===== src/rtl/pc_round_engine.sv =====
// Iterative ASCON constant-addition (pc layer) engine with p^a / p^b round scheduling.
// Optional debug ports o_round / o_const are built when ASCON_PC_DEBUG_EN is defined.

package pc_round_pkg;
   localparam int NUM_LANES = 5;
   localparam int LANE_W    = 64;

   typedef logic [NUM_LANES-1:0][LANE_W-1:0] t_state_array;
   typedef enum logic [1:0] {ST_IDLE, ST_RUN, ST_DONE} t_fsm;

   function automatic logic [7:0] c_lut_addition(input logic [3:0] idx);
      case (idx)
         4'd0:    return 8'hf0;
         4'd1:    return 8'he1;
         4'd2:    return 8'hd2;
         4'd3:    return 8'hc3;
         4'd4:    return 8'hb4;
         4'd5:    return 8'ha5;
         4'd6:    return 8'h96;
         4'd7:    return 8'h87;
         4'd8:    return 8'h78;
         4'd9:    return 8'h69;
         4'd10:   return 8'h5a;
         4'd11:   return 8'h4b;
         default: return 8'h00;
      endcase
   endfunction
endpackage

// One state lane; only the target lane folds the round constant into its low byte.
module pc_lane #(
   parameter int LANE_W    = 64,
   parameter bit IS_TARGET = 1'b0
) (
   input  logic [LANE_W-1:0] lane_in,
   input  logic [7:0]        rc,
   output logic [LANE_W-1:0] lane_out
);
   logic [7:0] rc_m;

   assign rc_m     = IS_TARGET ? rc : 8'h00;
   assign lane_out = lane_in ^ {{(LANE_W-8){1'b0}}, rc_m};
endmodule

module pc_round_engine
   import pc_round_pkg::*;
#(
   parameter int ROUNDS_A         = 12,
   parameter int ROUNDS_B         = 6,
   parameter int ROUNDS_PER_CYCLE = 1,
   parameter int TARGET_LANE      = 2
) (
   input  logic         i_clk,
   input  logic         i_rst,
   input  logic         i_valid,
   output logic         o_ready,
   input  logic         i_mode,
   input  t_state_array i_state,
   output logic         o_valid,
   input  logic         i_ready,
   output t_state_array o_state,
   output logic         o_busy
`ifdef ASCON_PC_DEBUG_EN
   ,
   output logic [3:0]   o_round,
   output logic [7:0]   o_const
`endif
);
   localparam int         K       = ROUNDS_PER_CYCLE;
   localparam logic [3:0] START_A = 4'(12 - ROUNDS_A);
   localparam logic [3:0] START_B = 4'(12 - ROUNDS_B);
   localparam logic [3:0] STEP    = 4'(K);
   localparam logic [3:0] LAST    = 4'd12;

   if (ROUNDS_A < 1 || ROUNDS_A > 12 || ROUNDS_B < 1 || ROUNDS_B > ROUNDS_A ||
       K < 1 || (ROUNDS_A % K) != 0 || (ROUNDS_B % K) != 0 ||
       TARGET_LANE < 0 || TARGET_LANE >= NUM_LANES) begin : g_param_chk
      $fatal(1, "pc_round_engine: illegal parameter combination");
   end

   t_fsm         st_q;
   t_state_array state_q;
   t_state_array state_nxt;
   logic [3:0]   round_q;
   logic [3:0]   round_nxt;
   logic [7:0]   rc_comb;
   logic         ready_q;

   // K consecutive constants collapse to one XOR; r+k stays <= 11 because N is a multiple of K.
   always_comb begin
      rc_comb = 8'h00;
      if (st_q == ST_RUN) begin
         for (int k = 0; k < K; k++) begin
            rc_comb = rc_comb ^ c_lut_addition(round_q + 4'(k));
         end
      end
   end

   assign round_nxt = round_q + STEP;

   for (genvar l = 0; l < NUM_LANES; l++) begin : g_lane
      pc_lane #(
         .LANE_W   (LANE_W),
         .IS_TARGET(l == TARGET_LANE)
      ) u_lane (
         .lane_in (state_q[l]),
         .rc      (rc_comb),
         .lane_out(state_nxt[l])
      );
   end

   always_ff @(posedge i_clk) begin
      if (i_rst) begin
         st_q    <= ST_IDLE;
         state_q <= '0;
         round_q <= '0;
         o_valid <= 1'b0;
         o_busy  <= 1'b0;
         o_state <= '0;
         ready_q <= 1'b1;
      end else begin
         case (st_q)
            ST_IDLE: begin
               if (i_valid) begin
                  state_q <= i_state;
                  round_q <= i_mode ? START_B : START_A;
                  st_q    <= ST_RUN;
                  o_busy  <= 1'b1;
                  ready_q <= 1'b0;
               end
            end
            ST_RUN: begin
               state_q <= state_nxt;
               round_q <= round_nxt;
               if (round_nxt == LAST) begin
                  st_q    <= ST_DONE;
                  o_state <= state_nxt;
                  o_valid <= 1'b1;
               end
            end
            ST_DONE: begin
               // Ready comes back one cycle after the result is taken, never in the same cycle.
               if (i_ready) begin
                  st_q    <= ST_IDLE;
                  o_valid <= 1'b0;
                  o_busy  <= 1'b0;
                  ready_q <= 1'b1;
               end
            end
            default: st_q <= ST_IDLE;
         endcase
      end
   end

   assign o_ready = ready_q & ~i_rst;

`ifdef ASCON_PC_DEBUG_EN
   assign o_round = (st_q == ST_RUN) ? round_q : 4'd0;
   assign o_const = rc_comb;
`endif

   a_round_max: assert property (@(posedge i_clk) disable iff (i_rst) round_q <= LAST);
   a_hold_result: assert property (@(posedge i_clk) disable iff (i_rst)
      (o_valid && !i_ready) |=> (o_valid && $stable(o_state)));
   a_ready_idle: assert property (@(posedge i_clk) disable iff (i_rst)
      o_ready |-> (st_q == ST_IDLE));
endmodule


===== config.mk =====
export PLATFORM = sky130hd
export DESIGN_NAME = pc_round_engine
export DESIGN_NICKNAME = d
export VERILOG_FILES = /design/src/rtl/pc_round_engine.sv
export SDC_FILE = /design/constraint.sdc
export NUM_CORES = 1
export LEC_CHECK = 0
export BUFFER_PORTS_ARGS = -buffer_cell sky130_fd_sc_hd__buf_4
export CORE_MARGIN = 2
export CORE_UTILIZATION = 25
export CTS_BUF_LIST = sky130_fd_sc_hd__clkbuf_16
export CTS_CLUSTER_SIZE = 40
export DETAILED_ROUTE_END_ITERATION = 10
export GPL_ROUTABILITY_DRIVEN = 0
export GPL_TIMING_DRIVEN = 0
export PLACE_DENSITY = 0.43
export SYNTH_ARGS = -nofsm -noshare
export SYNTH_HDL_FRONTEND = slang
export SYNTH_SLANG_ARGS = --single-unit

===== constraint.sdc =====
create_clock -name i_clk -period 1.71 [get_ports i_clk]
set_input_delay 0.0855 -clock i_clk [delete_from_list [all_inputs] [get_ports i_clk]]
set_output_delay 0.0855 -clock i_clk [all_outputs]
set_load 0.05 [all_outputs]

==> results.toml, run 1 <==
[clocking]
numClockSinks = 657
h-tree-depth = 3
root_buffer = "clkbuf_16"
clk_pin_slew_ps = 60
clockBufferDepth = 3
tritoncts = "yes"
cts_buffers = 78
clk_latency_ps = 620

[synth]
syn_avg_cell_area_um2 = 8.03
syn_area_um2 = 23100
syn_nets = 3205
yosys_warnings = 0
synth_area_leader_cell = "dfxtp_1"
synthTopCellsByArea = "dfxtp_1 (57%), nand2_1 (20%), a21oi_1 (14%)"
netlist.area_leader.share_pct = 56.9
ys_seq_area_share_pct = 56.9
synth.distinct_cells = 38
syn_inst = 2879
ys_ff_latch = 657

[global_route]
grt_use_total_pct = 19.5
grtUsageMet1_pct = 23.9
grt_pass1_wl_um = 140000
antenna_found_initial = 16
use_met2_pct = 33.1
grt-busiest-layer = "met2"
grt_pass1_vias = 22648
grt_max_degree = 13
met3_usage_pct = 5.17
grt_overflow_total = 0

[floorplanning]
die_w_um = 308
rows = 111
die_h_um = 308
core_area_um2 = 91700
die_area_um2 = 95000
start_util_pct = 25.2
ios = 648

[worst_setup_path]
crit_path_max_fanout = 7
path_cells = "ha_4 -> nand4b_4 -> or2_4 -> buf_12 -> clkbuf_16 -> clkbuf_16 -> nand2_2 -> a21oi_1"
critPathTopFamily = "buffers and inverters"
crit_end = "o_state[306]$_SDFFE_PP0P_"
reg2reg_slack_ps = -20
startpoint_type = "register"
r2r-end = "o_state[306]$_SDFFE_PP0P_"
cp_slowest_stage_delay_ps = 360
cp-end-kind = "register"
crit_buf_inv = 3
crit_path_start = "round_q[1]$_SDFFE_PP0N_"
reg2regPathDepth = 8
cpMostUsedCell = "clkbuf_16"
worstPathArrival_ps = 2200
regToRegStartpoint = "round_q[1]$_SDFFE_PP0N_"
crit_type = "register to register"
critical_path_depth = 8
crit_required_ps = 2180
slowest_stage = "dfxtp_2"

[sta]
worstMarginPinSlew_ps = 1140
fin_skew_ps = 14.1
rsz0062_at_grt = "true"
clock.fmax_mhz = 579
fin_crit_sh_pct = 101
setup_viol = 3
period_minus_slack_ps = 1730
slew-limit-headroom_pct = 24.2
hold_viol = 0
slew_viol_final = 0
timing.setup.tns_ps = -32.8
worst_slack_ps = -17.6

[status]
outcome = "finished, violations left"
violations = "setup timing"

[layout]
fin_area_um2 = 36100
layout-drive-gt1-share_pct = 24.3
final_cell_mix = "nand2_1 (1220), buf_4 (668), dfxtp_1 (655)"
area_delta_synth_final_pct = 55.9
nets = 4269
mostFrequentLayoutCell = "nand2_1"

[power]
peakVddDrop_mv = 0.631
clkPwrFrac_pct = 44.7
p_seq_share_pct = 46.5
p_sw_share_pct = 24.8
fin_total_pwr_mw = 34.5
pwr-share-comb_pct = 8.8
power.leakage_nw = 14.5
switchingPower_mw = 8.54
p_int_mw = 25.9
powerDensity_nw_per_um2 = 956

[detailed_routing]
first_pass_iters = 5
antenna_left = 0
wirelength_um = 96100
routedWlPerCell_um = 18.5
viasPerCell = 4.35
via_count = 22594
drtIter0Drc = 1116
drc = 0

[place]
place_ws_ps = -646
placed_cell_area_um2 = 29500
io_buffer_count = 647
dp_hpwl_um = 69900

[run]
cap_violations = 0

[worst_hold_path]
hold_class = "input pin to register"
==> synth_stat cells (all sizes together) <==
| cell type | n |
|---|---|
| o311ai | 1 |
| xnor2 | 8 |
| dfxtp | 657 |
| inv | 11 |
| a32oi | 8 |
| a21oi | 640 |
| a2111oi | 1 |
| nand3 | 3 |
| or3b | 1 |
| ha | 1 |
| nand3b | 1 |
| o22ai | 9 |
| buf | 134 |
| nor3 | 1 |
| nand2b | 4 |
| a211oi | 8 |
| or2 | 2 |
| o21ai | 1 |
| and2 | 1 |
| nor2b | 3 |
| nand2 | 1251 |
| nand4b | 1 |
| and3b | 1 |
| o21ba | 1 |
| mux2 | 1 |
| nor2 | 39 |
| o22a | 1 |
| a21boi | 2 |
| o21bai | 2 |
| clkbuf | 85 |
==> per-stage QoR <==
stage               hold WS (ps)  instances  utilization [%]
floorplan                    165       2879                -
global placement             329       4712             32.2
detailed placement           331       4712             32.2
CTS                         62.2       5180             38.6
global route                 126       5192             39.3
finish                       120       5195             39.3
==> sequential cells by signal, indices dropped and copies added, names as in the netlist, named ones only <==
register and count:
o_busy 1, o_state 320, o_valid 1, ready_q 1, round_q 4, st_q 2, state_q 320
==> logic make-up after synthesis <==
kind of cell / synth area share [%]
AOI/OAI and AO/OA: 15.1
xor gates and xnor gates: 0.303
adders and majority gates: 0.0541
buffers and inverters: 6.06
DFF: 56.9
muxes: 0.0487
and+or+nand+nor: 21.6
==> routing by layer <==
metal / wire [µm] / vias up / share of wire, %
met2: 46400 / 497 / 48
met5: 92 / - / 0.096
met3: 5680 / 149 / 5.9
li1: - / 11446 / -
met4: 2740 / 16 / 2.8
met1: 41200 / 10486 / 43
==> final cells by class <==
cell class | instances | area, µm²
flip-flops and latches | 657 | 13200
clock buffers | 78 | 1950
fillers | 9720 | 55600
inverters | 11 | 41.3
clock inverters | 61 | 379
well taps | 1186 | 1480
plain buffers | 217 | 1840
repair buffers | 986 | 8350
multi-input cells | 1992 | 8840
diodes | 7 | 17.5
==> what timing repair did <==
action,CTS,global route
endpoints found under the setup margin,635,600
buffers inserted,5,3
pin swaps,3,41
hold buffers,325,0
endpoints found under the hold margin,331,0
gates resized for setup,103,133
gates cloned,0,6
==> worst min path at each step <==
stage / cells past startpoint / to / start
after CTS: 5 / register / i_mode
after floorplan: 1 / round_q[2]$_SDFFE_PP0N_ / i_rst
after detailed placement: 2 / round_q[2]$_SDFFE_PP0N_ / i_rst
final: 4 / round_q[1]$_SDFFE_PP0N_ / i_mode
after global routing: 4 / round_q[1]$_SDFFE_PP0N_ / i_mode
after global placement: 2 / round_q[2]$_SDFFE_PP0N_ / i_rst
==> tightest hold or removal path, cell delays in order <==
cell,delay (ps)
buf_4,70
or3b_1,170
a21oi_1,80
nor3_1,250
==> power groups by stage <==
stage	registers (mW)	logic [mW]	clock network, mW
finish	16.0	3.04	15.4
CTS	16.0	3.04	15.9
global placement	16.3	2.32	0
global route	16.1	3.34	16.5
floorplan	16.3	1.18	0
detailed placement	16.4	2.33	0
Note: power is estimated with default switching activity, not from simulation.
==> inputs of run 2 (changes only) <==
CTS_BUF_LIST = unset   (was sky130_fd_sc_hd__clkbuf_16)
==> results.toml, run 2 (same netlist as run 1, synthesis figures left out) <==
[status]
outcome = "finished clean"

[worst_setup_path]
cp-end-kind = "register"
slowest_stage = "dfxtp_2"
path_cells = "ha_4 -> nand4b_4 -> or2_4 -> buf_12 -> buf_12 -> buf_6 -> nand2_1 -> a21oi_1"
worstPathArrival_ps = 2160
cpMostUsedCell = "buf_12"
crit_type = "register to register"
startpoint_type = "register"
cp_slowest_stage_delay_ps = 360
crit_path_max_fanout = 10
crit_required_ps = 2190
reg2regPathDepth = 8

[global_route]
grt_overflow_total = 0
grt_pass1_wl_um = 140000
grt_max_degree = 13
grt_pass1_vias = 22643
antenna_found_initial = 16
grt_use_total_pct = 19.5

[worst_hold_path]
hold_class = "input pin to register"
hold_path_depth = 4

[layout]
final_util_pct = 39.1
mostFrequentLayoutCell = "nand2_1"
area_delta_synth_final_pct = 54.7
layout-drive-gt1-share_pct = 23.4
nets = 4262
final_cell_mix = "nand2_1 (1246), buf_4 (666), dfxtp_1 (654)"
reg_top3 = "o_state: 320 flops, state_q: 320 flops, round_q: 4 flops"

[power]
fin_total_pwr_mw = 35.3
powerDensity_nw_per_um2 = 986
power.leakage_nw = 14.3
peakVddDrop_mv = 0.633

[floorplanning]
rows = 111
ios = 648
core_area_um2 = 91700
die_area_um2 = 95000
start_util_pct = 25.2
die_w_um = 308
die_h_um = 308

[clocking]
tritoncts = "yes"
cts_buffers = 78
root_buffer = "clkbuf_16"
h-tree-depth = 3
clk_pin_slew_ps = 60
numClockSinks = 657
clk_latency_ps = 620
clockBufferDepth = 3

[sta]
clock.fmax_mhz = 594
hold_viol = 0
setup_viol = 0
worst_slack_ps = 26.0
period_minus_slack_ps = 1680
rsz0062_at_grt = "true"
slew-limit-headroom_pct = 22.4
slew_viol_final = 0
fin_skew_ps = 12.8
worstMarginPinSlew_ps = 1160
fin_crit_sh_pct = 98.5

[run]
cap_violations = 0

[detailed_routing]
antenna_left = 0
via_count = 22507
routedWlPerCell_um = 18.4
wirelength_um = 95500
viasPerCell = 4.34
drc = 0
first_pass_iters = 5
drtIter0Drc = 1123

[place]
dp_hpwl_um = 69900
place_ws_ps = -646
io_buffer_count = 647
==> run 2: worst paths after layout <==
path | from | end | slack, ps
min reg2reg | state_q[104]$_SDFFE_PP0P_ | o_state[104]$_SDFFE_PP0P_ | 440
max | round_q[1]$_SDFFE_PP0N_ | o_state[43]$_SDFFE_PP0P_ | 30
max reg2reg | round_q[1]$_SDFFE_PP0N_ | o_state[43]$_SDFFE_PP0P_ | 30
min | i_mode | round_q[1]$_SDFFE_PP0N_ | 110
==> run 2: layer usage <==
layer | vias up | wire (µm) | track usage (%)
li1 | 11424 | - | -
met1 | 10423 | 41000 | 23.9
met2 | 497 | 45900 | 33.1
met3 | 147 | 5810 | 5.17
met4 | 16 | 2710 | 6.09
met5 | - | 99 | 0
==> run 2: power breakdown <==
group	internal [mW]	leakage (nW)	total, mW	switching, mW
sequential	15.8	5.35	16.0	0.248
clock	9.40	1.21	16.2	6.81
combinational	1.56	7.77	3.04	1.48
==> run 2: per-stage QoR <==
stage	setup TNS (ps)	area (µm²)	hold WS, ps	std cells
after global routing	-9320	35800	128	5185
after detailed placement	-294990	29500	331	4712
after floorplan	0	23100	165	2879
after CTS	-2.19	35600	63.4	5180
after global placement	-276160	29500	329	4712
final	0	35800	115	5188
==> run 2: critical path: cells and delay by family (launching register included) <==
kind | cells | cell delay [ps]
AOI/OAI and AO/OA | 1 | 70
adders and majority gates | 1 | 170
buffers and inverters | 3 | 460
DFF | 1 | 360
and+or+nand+nor | 3 | 480
==> run 2: timing repair <==
| item | in CTS | in global routing |
|---|---|---|
| endpoints found under the setup margin | 635 | 583 |
| pin swaps | 3 | 5 |
| setup buffers | 5 | 2 |
| hold buffers | 325 | 0 |
| gates resized for setup | 110 | 48 |
| hold endpoints to repair | 331 | 0 |
==> run 2: layout make-up <==
| type | instances | area, µm² |
|---|---|---|
| repair buffers | 979 | 8190 |
| clock inverters | 21 | 229 |
| well taps | 1186 | 1480 |
| fillers | 9758 | 55900 |
| clock buffers | 118 | 2240 |
| inverters | 11 | 41.3 |
| plain buffers | 217 | 1820 |
| diodes | 7 | 17.5 |
| flip-flops and latches | 657 | 13200 |
| multi-input cells | 1992 | 8610 |
